[src/rtl/aes_host_if_pkg.sv]
// Shared types and sizes for the AES host interface.
// Block layout: word 0 of a frame occupies bits [127:96], word 3 bits [31:0].
package aes_host_if_pkg;

    localparam int WORDS_PER_BLOCK = 4;
    localparam int WORD_W          = 32;
    localparam int BLOCK_W         = WORDS_PER_BLOCK * WORD_W;

    typedef enum logic [1:0] {
        CMD_KEY  = 2'd0,
        CMD_ENC  = 2'd1,
        CMD_DEC  = 2'd2,
        CMD_RSVD = 2'd3
    } cmd_e;

    typedef enum logic [2:0] {
        ST_IDLE   = 3'd0,
        ST_LOAD   = 3'd1,
        ST_ISSUE  = 3'd2,
        ST_START  = 3'd3,
        ST_WAIT   = 3'd4,
        ST_UNLOAD = 3'd5
    } state_e;

endpackage

[src/rtl/aes_host_if_shreg.sv]
// aes_block_shreg: 128-bit assembly register shared by operand packing and
// result unpacking. Words enter at the bottom and leave from the top, so the
// first word in / first word out always sits at bits [127:96].
// Priority: parallel load > shift-in > shift-out.
module aes_block_shreg
    import aes_host_if_pkg::*;
(
    input  logic               clk,
    input  logic               reset,
    input  logic               load_en,
    input  logic               shift_in_en,
    input  logic               shift_out_en,
    input  logic [BLOCK_W-1:0] load_data,
    input  logic [WORD_W-1:0]  word_in,
    output logic [BLOCK_W-1:0] block,
    output logic [WORD_W-1:0]  word_out
);

    logic [BLOCK_W-1:0] blk_q;
    logic [BLOCK_W-1:0] blk_d;

    // next value: load a core result, pack an input word, or drain an output word
    always_comb begin
        blk_d = blk_q;
        if (load_en) begin
            blk_d = load_data;
        end else if (shift_in_en) begin
            blk_d = {blk_q[BLOCK_W-WORD_W-1:0], word_in};
        end else if (shift_out_en) begin
            blk_d = {blk_q[BLOCK_W-WORD_W-1:0], {WORD_W{1'b0}}};
        end
    end

    // register with synchronous clear
    always_ff @(posedge clk) begin
        if (reset) begin
            blk_q <= '0;
        end else begin
            blk_q <= blk_d;
        end
    end

    assign block    = blk_q;
    assign word_out = blk_q[BLOCK_W-1 -: WORD_W];

endmodule

[src/rtl/aes_host_if.sv]
// aes_host_if: word-serial front end for the AES core. Packs 4-beat command
// frames into a 128-bit block, sequences the core's set/start strobes, waits
// OP_CYCLES, then streams the 128-bit result back out in 4 beats.
// Optional feature macro: AES_HOST_IF_KEY_GUARD_EN rejects encrypt/decrypt
// frames until a key has been loaded since reset.
//
// state  | meaning
// -------+-----------------------------------------------------------
// IDLE   | waiting for the first beat of a frame
// LOAD   | collecting beats 2..4 into the assembly register
// ISSUE  | one set strobe (or err for a rejected frame)
// START  | one start strobe, wait counter loaded with OP_CYCLES
// WAIT   | counting down; result captured on the last cycle
// UNLOAD | presenting the result, one word per output handshake
module aes_host_if
    import aes_host_if_pkg::*;
#(
    parameter int OP_CYCLES = 12
)
(
    input  logic               clk,
    input  logic               reset,
    input  logic               s_valid,
    output logic               s_ready,
    input  logic [WORD_W-1:0]  s_data,
    input  logic [1:0]         s_cmd,
    output logic               m_valid,
    input  logic               m_ready,
    output logic [WORD_W-1:0]  m_data,
    output logic               m_last,
    output logic               busy,
    output logic               err,
    output logic               set_key,
    output logic               set_plain_text,
    output logic               set_cipher_text,
    output logic               start_enc,
    output logic               start_dec,
    output logic [BLOCK_W-1:0] key,
    output logic [BLOCK_W-1:0] plain_text_in,
    output logic [BLOCK_W-1:0] cipher_text_in,
    input  logic [BLOCK_W-1:0] cipher_text_out,
    input  logic [BLOCK_W-1:0] plain_text_out
);

    localparam logic [2:0] S_IDLE   = ST_IDLE;
    localparam logic [2:0] S_LOAD   = ST_LOAD;
    localparam logic [2:0] S_ISSUE  = ST_ISSUE;
    localparam logic [2:0] S_START  = ST_START;
    localparam logic [2:0] S_WAIT   = ST_WAIT;
    localparam logic [2:0] S_UNLOAD = ST_UNLOAD;

    localparam int                WAIT_W    = $clog2(OP_CYCLES + 1);
    localparam logic [WAIT_W-1:0] WAIT_LOAD = WAIT_W'(OP_CYCLES);
    localparam logic [WAIT_W-1:0] WAIT_ONE  = WAIT_W'(1);

    logic [2:0]        state_q, state_d;
    cmd_e              cmd_q, cmd_d;
    logic [1:0]        beat_q, beat_d;
    logic [WAIT_W-1:0] wait_q, wait_d;
    logic              s_ready_q, s_ready_d;

    logic               accept;
    logic               key_missing;
    logic               sh_load, sh_in, sh_out;
    logic [BLOCK_W-1:0] sh_load_data;
    logic [BLOCK_W-1:0] sh_block;

    assign accept = s_valid && s_ready_q;

`ifdef AES_HOST_IF_KEY_GUARD_EN
    logic key_loaded_q, key_loaded_d;

    // remember that a key has been handed to the core since reset
    always_comb begin
        key_loaded_d = key_loaded_q;
        if (state_q == S_ISSUE && cmd_q == CMD_KEY) begin
            key_loaded_d = 1'b1;
        end
    end

    // key history flop
    always_ff @(posedge clk) begin
        if (reset) begin
            key_loaded_q <= 1'b0;
        end else begin
            key_loaded_q <= key_loaded_d;
        end
    end

    assign key_missing = !key_loaded_q;
`else
    assign key_missing = 1'b0;
`endif

    // sequencing: next state, counters, register controls and core strobes
    always_comb begin
        state_d         = state_q;
        cmd_d           = cmd_q;
        beat_d          = beat_q;
        wait_d          = wait_q;
        sh_load         = 1'b0;
        sh_in           = 1'b0;
        sh_out          = 1'b0;
        sh_load_data    = cipher_text_out;
        set_key         = 1'b0;
        set_plain_text  = 1'b0;
        set_cipher_text = 1'b0;
        start_enc       = 1'b0;
        start_dec       = 1'b0;
        err             = 1'b0;

        case (state_q)
            S_IDLE: begin
                if (accept) begin
                    cmd_d   = cmd_e'(s_cmd);
                    sh_in   = 1'b1;
                    beat_d  = 2'd1;
                    state_d = S_LOAD;
                end
            end
            S_LOAD: begin
                if (accept) begin
                    sh_in  = 1'b1;
                    beat_d = beat_q + 2'd1;
                    if (beat_q == 2'd3) begin
                        state_d = S_ISSUE;
                    end
                end
            end
            S_ISSUE: begin
                case (cmd_q)
                    CMD_KEY: begin
                        set_key = 1'b1;
                        state_d = S_IDLE;
                    end
                    CMD_ENC: begin
                        if (key_missing) begin
                            err     = 1'b1;
                            state_d = S_IDLE;
                        end else begin
                            set_plain_text = 1'b1;
                            state_d        = S_START;
                        end
                    end
                    CMD_DEC: begin
                        if (key_missing) begin
                            err     = 1'b1;
                            state_d = S_IDLE;
                        end else begin
                            set_cipher_text = 1'b1;
                            state_d         = S_START;
                        end
                    end
                    default: begin
                        err     = 1'b1;
                        state_d = S_IDLE;
                    end
                endcase
            end
            S_START: begin
                start_enc = (cmd_q == CMD_ENC);
                start_dec = (cmd_q == CMD_DEC);
                wait_d    = WAIT_LOAD;
                state_d   = S_WAIT;
            end
            S_WAIT: begin
                wait_d = wait_q - WAIT_ONE;
                if (wait_q == WAIT_ONE) begin
                    sh_load      = 1'b1;
                    sh_load_data = (cmd_q == CMD_ENC) ? cipher_text_out : plain_text_out;
                    state_d      = S_UNLOAD;
                end
            end
            S_UNLOAD: begin
                if (m_ready) begin
                    sh_out = 1'b1;
                    beat_d = beat_q + 2'd1;
                    if (beat_q == 2'd3) begin
                        state_d = S_IDLE;
                    end
                end
            end
            default: begin
                state_d = S_IDLE;
            end
        endcase

        // a strobe must never reach the core while reset is being applied
        if (reset) begin
            set_key         = 1'b0;
            set_plain_text  = 1'b0;
            set_cipher_text = 1'b0;
            start_enc       = 1'b0;
            start_dec       = 1'b0;
            err             = 1'b0;
        end

        s_ready_d = (state_d == S_IDLE) || (state_d == S_LOAD);
    end

    // state and counter registers; s_ready is registered so it stays low through reset
    always_ff @(posedge clk) begin
        if (reset) begin
            state_q   <= S_IDLE;
            cmd_q     <= CMD_KEY;
            beat_q    <= 2'd0;
            wait_q    <= '0;
            s_ready_q <= 1'b0;
        end else begin
            state_q   <= state_d;
            cmd_q     <= cmd_d;
            beat_q    <= beat_d;
            wait_q    <= wait_d;
            s_ready_q <= s_ready_d;
        end
    end

    aes_block_shreg u_shreg (
        .clk          (clk),
        .reset        (reset),
        .load_en      (sh_load),
        .shift_in_en  (sh_in),
        .shift_out_en (sh_out),
        .load_data    (sh_load_data),
        .word_in      (s_data),
        .block        (sh_block),
        .word_out     (m_data)
    );

    assign s_ready        = s_ready_q;
    assign m_valid        = (state_q == S_UNLOAD);
    assign m_last         = (state_q == S_UNLOAD) && (beat_q == 2'd3);
    assign busy           = (state_q != S_IDLE);
    assign key            = sh_block;
    assign plain_text_in  = sh_block;
    assign cipher_text_in = sh_block;

endmodule

[config.mk]
export PLATFORM = sky130hd
export DESIGN_NAME = aes_host_if
export DESIGN_NICKNAME = d
export VERILOG_FILES = /design/src/rtl/aes_host_if_pkg.sv /design/src/rtl/aes_host_if_shreg.sv /design/src/rtl/aes_host_if.sv
export SDC_FILE = /design/constraint.sdc
export NUM_CORES = 1
export LEC_CHECK = 0
export ABC_AREA = 1
export CORE_AREA = 2 2 281 283
export CTS_CLUSTER_DIAMETER = 40
export CTS_CLUSTER_SIZE = 10
export DETAILED_ROUTE_END_ITERATION = 16
export DIE_AREA = 0 0 283 285
export PLACE_DENSITY = 0.44
export SLEW_MARGIN = 10
export SYNTH_ARGS = -nofsm -noshare
export SYNTH_HDL_FRONTEND = slang
export SYNTH_SLANG_ARGS = --single-unit
[constraint.sdc]
create_clock -name clk -period 4.75 [get_ports clk]
set_input_delay 0.475 -clock clk [delete_from_list [all_inputs] [get_ports clk]]
set_output_delay 0.475 -clock clk [all_outputs]
set_load 0.02 [all_outputs]
==> metrics.txt, run 1 <==
clk slew on worst S/H paths 0.07 ns; wire per inst 17.3 µm; post-synth top area cell dfxtp_1; status finished, final reports clean; Area contributors post-synth dfxtp_1 27%, buf_4 22%, nand2_1 21%; IO buf count 719; clk buf depth 2; Worst setup SP type flip-flop; Die H 285 µm; Peak VDD IR 208 µV; die area 80700 µm²; Slew Limit Fails 0; post-placement worst setup slack 1.73 ns; syn avg cell area 6.14 µm²; Avg Vias per Cell 3.58; setup repair bufs after CTS 0; Tot Pwr 4.10 mW; number of enable flip-flop cells after synthesis 0; area post-placement 16400 µm²; critical path fanouts, max 61; RSZ-0062 raised after global routing false; global route overflow 0; first-pass GRT wire length 76500 µm; Hold Vio Cnt, Final 0; GRT Overall Usage 12.9%; CTS Sinks 140; final WL 53800 µm; slew margin rel. 32.6%; design area 17000 µm²; Mapped Cells 1686; routed wl met3 2740 µm; Top-Level Pins 720; largest net degree at the start of global routing 83; DP HPWL 41200 µm; minimum clock period 3.50 ns; YS warnings 0; crit path DAT 3.03 ns; CTS Buf Count 17; Setup-failing EPs final 0; Fmax 285 MHz; final worst setup slack 1.25 ns; CP Capture Type primary output; static leakage 6.79 nW; core footprint 78000 µm²; #FFs+latches synth 140; CTS resizes 0; post-synthesis sequential area ratio 27.1%; initial antenna violation count 3; Clock Latency Late Sink 0.47 ns; P per Cell Area 241 nW/µm²; P&R area growth vs syn 64.6%; metal2 WL 25800 µm; Core Rows 103; Synth Net Count 1987; Root Driver clkbuf_16; # diodes 0; Post-synth top cells 587 x nand2_1, 301 x buf_4, 228 x nor2_1, 140 x dfxtp_1, 96 x a21oi_1; Final Skew 0.0131 ns; Tightest Pin Transition 1.01 ns; Synth cell types 28; routability cong. 0.821; Final ANT Viol Nets 0; share of the synthesized area in the top cell type 27.1%; Clock H-tree levels 4; DRT iter0 DRCs 476; met1 WL 24100 µm; number of global-route vias before repair 10900; CP required 4.28 ns; ys async rst share 0%; die extent in x 283 µm; setup_tns 0 ns; Mapped Area 10400 µm²; Period Utilization, post-route 73.8%; starting density of the core 13.3%; Pre-antenna DRT Iters 4; TritonCTS clock tree built; CTS Hold Buffers Added 0; layout cells sized above 1 3.19%; Crit Path Category reg -> out; Post-synth top flop dfxtp_1; drt drc 0; top layer reached by signal wires met4; via count 11200; Hold Crit Class in -> reg; Max Cap Violations 0; most numerous cell in the Yosys netlist nand2_1; nets@finish 2358
[through the flow]
step | hold slack [ns] | cells | util (%)
3_5_place_dp | 0.504 | 3088 | 21.1
4_1_cts | 0.430 | 3120 | 21.9
6_report | 0.488 | 3120 | 21.9
3_3_place_gp | 0.469 | 3088 | 21.1
5_1_grt | 0.452 | 3120 | 21.9
2_1_floorplan | 0.447 | 1686 | -
[final cells by class]
class                      count  area (µm²)
multi-input combinational   1104        4740
sequential                   140        2800
clock buffer                  18         429
inverter                      59         224
fill                        8830       60900
clock inverter                14         195
tap                         1050        1310
timing repair buffer         735        7340
[per-layer routing]
metal,global-route usage [%],vias to the layer above
met2,21.8,409
met4,4.39,0
met5,0,-
li1,-,5685
met1,16.3,5047
met3,2.62,38
[cells by family (layout without fill, tap and decap cells)]
kind of cell               Yosys count  in the layout  share of synthesized area [%]
buffers and inverters              442            826                           27.3
and+or+nand+nor                    897            897                           34.0
AOI/OAI and AO/OA                  200            200                           10.8
DFF                                140            140                           27.1
adders and majority gates            7              7                          0.846
[power breakdown]
| group | switching, mW | internal (mW) |
|---|---|---|
| logic | 0.615 | 0.637 |
| clock network | 0.608 | 0.879 |
| registers | 0.128 | 1.24 |
| total | 1.35 | 2.75 |
[layout by cell type (no fill, tap or decap), drive strengths merged]
cell           synthesis  final
bufinv                 0      4
nand2                590    590
nor3                   8      8
clkdlybuf4s50          0    718
o21ai                 58     58
or2                    2      2
a21oi                 96     96
nand4                  2      2
o211a                  1      1
ha                     7      7
o22ai                  1      1
nand3                 57     57
and2                   1      1
clkbuf                46     18
dfxtp                140    140
buf                  337     17
clkinvlp               0      4
inv                   59     59
a31oi                  1      1
nor2                 233    233
a21boi                43     43
clkinv                 0      6
nand3b                 4      4
[path summary, 6_finish.rpt]
path / from / to / slack (ns) / cells after the start
setup / recovery: cmd_q[1] / set_plain_text / 1.25 / 5
setup reg to reg: wait_q[1] / u_shreg.block[89] / 2.14 / 10
hold reg to reg: wait_q[0] / wait_q[0] / 0.50 / 1
hold / removal: reset / state_q[1] / 0.49 / 2
[registers in the layout, indices dropped and copies added (netlist names)]
signal and cells:
state_q 3, s_ready 1, beat_q 2, wait_q 4
u_shreg.block 128, cmd_q 2
[critical path, stage by stage (launching register included)]
cell	delay [ns]
dfxtp_1	0.33
inv_1	0.13
ha_4	0.67
inv_4	0.45
nor3_1	0.31
clkdlybuf4s50_1	0.64
Note: power is estimated with default switching activity, not from simulation.
==> run 2: changes to the inputs <==
--- a/config.mk
+++ b/config.mk
@@ -6,12 +6,12 @@
 export NUM_CORES = 1
 export LEC_CHECK = 0
 export ABC_AREA = 1
-export CORE_AREA = 2 2 281 283
+export CORE_AREA = 2 2 284 286
 export CTS_CLUSTER_DIAMETER = 40
 export CTS_CLUSTER_SIZE = 10
 export DETAILED_ROUTE_END_ITERATION = 16
-export DIE_AREA = 0 0 283 285
-export PLACE_DENSITY = 0.44
+export DIE_AREA = 0 0 286 288
+export PLACE_DENSITY = 0.43
 export SLEW_MARGIN = 10
 export SYNTH_ARGS = -nofsm -noshare
 export SYNTH_HDL_FRONTEND = slang
==> constraint.sdc (replaced) <==
create_clock -name clk -period 3.6 [get_ports clk]
set_input_delay 0.36 -clock clk [delete_from_list [all_inputs] [get_ports clk]]
set_output_delay 0.36 -clock clk [all_outputs]
set_load 0.02 [all_outputs]
==> metrics.txt, run 2 (synthesized netlist as in run 1, its figures left out) <==
status finished, final reports clean; Hold Vio Cnt, Final 0 (unchanged); Core Rows 104 (+0.97%); Fmax 384 MHz; Worst setup SP type flip-flop; minimum clock period 2.60 ns; Hold Crit Class in -> reg; RSZ-0062 raised after global routing false; initial antenna violation count 4 (+1); CP delay by family, top buffers and inverters; CTS Buf Count 17 (unchanged); setup repair bufs after CTS 0 (unchanged); Register Area 2800 µm² (unchanged); worst stage delay on the critical path 0.63 ns (-0.04 ns); number of global-route vias before repair 10900 (-0.60%); critical path fanouts, max 7 (-89%); die area 82400 µm² (+2.1%); via count 11000 (-1.3%); layout cells sized above 1 3.38% (+0.19 points); IO buf count 719 (unchanged); Final ANT Viol Nets 0 (unchanged); GRT Overall Usage 12.6% (-0.30 points); DRT iter0 DRCs 415 (-13%); final WL 53700 µm (-0.23%); post-placement worst setup slack 0.955 ns (-0.770 ns); cell breakdown of the critical path inv_2 -> nor2_1 -> inv_1 -> nor2_1 -> and2_1 -> clkdlybuf4s50_1; CP bufs+invs 3 (unchanged); number of flip-flops in the largest register 128 (unchanged); Setup-failing EPs final 0 (unchanged); setup_tns 0 ns (unchanged); routability cong. 0.825 (+0.49%); Slew Limit Fails 0 (unchanged); area post-placement 16500 µm² (+0.75%); P&R area growth vs syn 65.5%; Tightest Pin Transition 0.844 ns (-0.167 ns); starting density of the core 13.0% (-0.28 points); TritonCTS clock tree built; Period Utilization, post-route 72.3%; clk buf depth 2 (unchanged); drt drc 0 (unchanged); Clock H-tree levels 4 (unchanged); P per Cell Area 313 nW/µm² (+30%); die extent in x 286 µm (+1.1%); Final Skew 0.0129 ns (-0.000226 ns); Pre-antenna DRT Iters 5 (+1); Tot Pwr 5.36 mW (+31%); static leakage 6.81 nW (+0.30%); CP max-delay cell clkdlybuf4s50_1; fillcell total 9079 (+2.8%); Max Cap Violations 0 (unchanged); slew margin rel. 43.4% (+11 points); Top-Level Pins 720 (unchanged); largest net degree at the start of global routing 92 (+11%); most common cell after layout, fill and taps aside clkdlybuf4s50_1; Avg Vias per Cell 3.52 (-1.8%); area taken by multi-input logic gates 4740 µm² (+0.11%); first-pass GRT wire length 75700 µm (-1.1%); CP Capture Type primary output; most frequent cells in the layout 718 x clkdlybuf4s50_1, 587 x nand2_1, 228 x nor2_1; crit path DAT 2.24 ns (-0.79 ns); Die H 288 µm (+1.1%); core footprint 79600 µm² (+2.1%); nets@finish 2362 (+0.17%); global route overflow 0 (unchanged); final worst setup slack 0.996 ns (-0.250 ns); CTS Sinks 140 (unchanged); clk slew on worst S/H paths 0.07 ns (about the same); design area 17100 µm² (+0.57%); Clock Latency Late Sink 0.47 ns (about the same); Peak VDD IR 340 µV (+63%); CTS resizes 0 (unchanged); Crit Path Category reg -> out; wire per inst 17.1 µm (-0.68%); CTS Hold Buffers Added 0 (unchanged); most frequent CP cell nor2_1; Root Driver clkbuf_16; CP required 3.24 ns (-1.04 ns); DP HPWL 41200 µm (about the same); # diodes 0 (unchanged)
## run 2: worst register-to-register path: cells and delay by family (launching register included)
kind            cells  cell delay (ns)
compound gates      1             0.51
fa+ha+maj           1             0.18
buf+inv             2             0.46
flops               1             0.30
simple gates        5             0.83
## run 2: power breakdown
part           switching [mW]  internal (mW)  total [mW]  leakage (nW)
sequential              0.162           1.63        1.79          1.15
clock                   0.807           1.09        1.90         0.271
combinational           0.817          0.851        1.67          5.40
## run 2: final timing paths
kind / startpoint / end / slack [ns] / cells past startpoint
min reg2reg: wait_q[0] / wait_q[0] / 0.49 / 1
max reg2reg: wait_q[1] / u_shreg.block[42] / 1.28 / 9
max: state_q[0] / m_last / 1.0 / 6
min: reset / wait_q[1] / 0.35 / 2
## run 2: cell type report
type	instances	area share, %
Clock buffer	18	2.50
Multi-Input combinational cell	1104	27.7
Sequential cell	140	16.4
Inverter	59	1.31
Timing Repair Buffer	739	43.4
Clock inverter	14	0.993
Tap cell	1060	7.74
## run 2: layer usage
layer	vias up	track usage [%]	part of all wire, %
li1	5693	-	-
met1	4929	15.9	44
met2	375	21.6	49
met3	27	3.11	5.6
met4	8	2.68	0.91
met5	-	0	0.095
## run 2: through the flow
step	cells	hold WS (ns)	util, %
3_3_place_gp	3102	0.479	20.8
6_report	3134	0.349	21.5
4_1_cts	3134	0.319	21.5
3_5_place_dp	3102	0.472	20.8
5_1_grt	3134	0.341	21.5
2_1_floorplan	1686	0.447	-
==> run 3: changes to the inputs <==
==> constraint.sdc (replaced) <==
create_clock -name clk -period 2.4 [get_ports clk]
set_input_delay 0.24 -clock clk [delete_from_list [all_inputs] [get_ports clk]]
set_output_delay 0.24 -clock clk [all_outputs]
set_load 0.02 [all_outputs]
==> metrics.txt, run 3 (synthesized netlist as in run 1, its figures left out) <==
via count 11100 (+0.75%); drt drc 0 (unchanged); Max Cap Violations 0 (unchanged); clock power share 35.2% (-0.2 points); largest net degree at the start of global routing 77 (-16%); initial antenna violation count 8 (+4); crit path DAT 2.00 ns (-0.24 ns); TritonCTS clock tree built; critical path fanouts, max 5 (-2); final WL 54200 µm (+1.0%); status finished, final reports clean; fin util 21.7% (+0.19 points); CP Capture Type primary output; Clock H-tree levels 4 (unchanged); setup repair bufs after CTS 0 (unchanged); first-pass GRT wire length 76400 µm (+0.88%); clk buf depth 2 (unchanged); setup_tns 0 ns (unchanged); Hold Crit Class in -> reg; Setup-failing EPs final 0 (unchanged); Avg Vias per Cell 3.54 (+0.53%); Core Rows 104 (unchanged); slew margin rel. 61.8% (+18 points); core footprint 79600 µm² (unchanged); wire per inst 17.3 µm (+0.77%); Sequential Power Share 33.5% (about the same); number of global-route vias before repair 10900 (+0.42%); most frequent cells in the layout 712 x clkdlybuf4s50_1, 587 x nand2_1, 228 x nor2_1; nets@finish 2370 (+0.34%); layout cells sized above 1 3.70% (+0.33 points); most common cell after layout, fill and taps aside clkdlybuf4s50_1; Hold Vio Cnt, Final 0 (unchanged); clk slew on worst S/H paths 0.07 ns (about the same); NetSw 2.59 mW (+45%); P per Cell Area 466 nW/µm² (+49%); combinational group share of total power 31.4% (+0.3 points); Final ANT Viol Nets 0 (unchanged); DP HPWL 42000 µm (+1.9%); starting density of the core 13.0% (unchanged); Crit Path Category reg -> out; Final Skew 0.0152 ns (+0.00228 ns); Worst setup SP type flip-flop; GRT Overall Usage 12.7% (+0.12 points); Peak VDD IR 458 µV (+35%); DRT iter0 DRCs 524 (+26%); Pre-antenna DRT Iters 4 (-1); die extent in x 286 µm (unchanged); Slew Limit Fails 0 (unchanged); P_int 5.46 mW (+53%); global route overflow 0 (unchanged); minimum clock period 2.24 ns; number of flip-flops in the largest register 128 (unchanged); routability cong. 0.826 (+0.13%); Fmax 446 MHz; static leakage 6.99 nW (+2.6%); Tot Pwr 8.05 mW (+50%); die area 82400 µm² (unchanged); Root Driver clkbuf_16; Top-Level Pins 720 (unchanged); P&R area growth vs syn 67.0%; Period Utilization, post-route 93.5%; Die H 288 µm (unchanged); Sw Share 32.1% (-1.2 points); CTS Buf Count 17 (unchanged); RSZ-0062 raised after global routing false; CP required 2.16 ns (-1.08 ns); Tightest Pin Transition 0.574 ns (-0.271 ns); Clock Latency Late Sink 0.47 ns (about the same); IO buf count 719 (unchanged); CTS Sinks 140 (unchanged)
==> run 3: cell type report <==
class | count | area (µm²)
fill | 9030 | 62300
sequential | 140 | 2800
antenna | 1 | 2.50
clock buffer | 23 | 488
clock inverter | 7 | 113
inverter | 59 | 224
tap | 1060 | 1330
multi-input combinational | 1104 | 4750
timing repair buffer | 747 | 7590
==> run 3: through the flow <==
stage          cells  instance area (µm²)  hold WS, ns  setup slack, ns
6_report        3141                17300        0.110            0.157
5_1_grt         3140                17300       0.0852          0.00186
4_1_cts         3140                17300       0.0736           0.0188
3_5_place_dp    3110                16700        0.472            0.364
3_3_place_gp    3110                16700        0.467            0.386
2_1_floorplan   1686                10400        0.431            0.582
==> run 3: worst max-delay path, stage by stage (launching register included) <==
cell and delay (ns):
dfxtp_1 0.37, inv_1 0.14, nand3_1 0.19, nor2_1 0.19, clkdlybuf4s50_1 0.64
==> run 3: path summary, 6_finish.rpt <==
kind | startpoint | endpoint | slack (ns) | cells after the start
setup / recovery | state_q[2] | set_key | 0.16 | 4
hold / removal | reset | u_shreg.block[29] | 0.11 | 2
setup reg to reg | state_q[0] | u_shreg.block[82] | 0.50 | 8
hold reg to reg | wait_q[0] | wait_q[0] | 0.49 | 1
==> run 3: routing by layer <==
metal	vias up	global-route usage (%)	wire length (µm)
li1	5704	-	-
met1	4990	15.8	23900
met2	384	22.1	26800
met3	29	3.06	3010
met4	8	2.77	535
met5	-	0	48
==> run 3: what timing repair did <==
action                     in CTS  in global routing
hold buffers                    0                  0
resized for setup               3                  5
setup endpoints to repair       4                  6
pin swaps                       0                  0
==> run 3: power groups by stage <==
stage / logic, mW / clock network (mW) / registers (mW)
finish: 2.53 / 2.83 / 2.70
CTS: 2.57 / 2.97 / 2.71
global placement: 2.57 / 0 / 2.76
global route: 2.74 / 3.06 / 2.72
floorplan: 1.29 / 0 / 2.76
detailed placement: 2.56 / 0 / 2.76
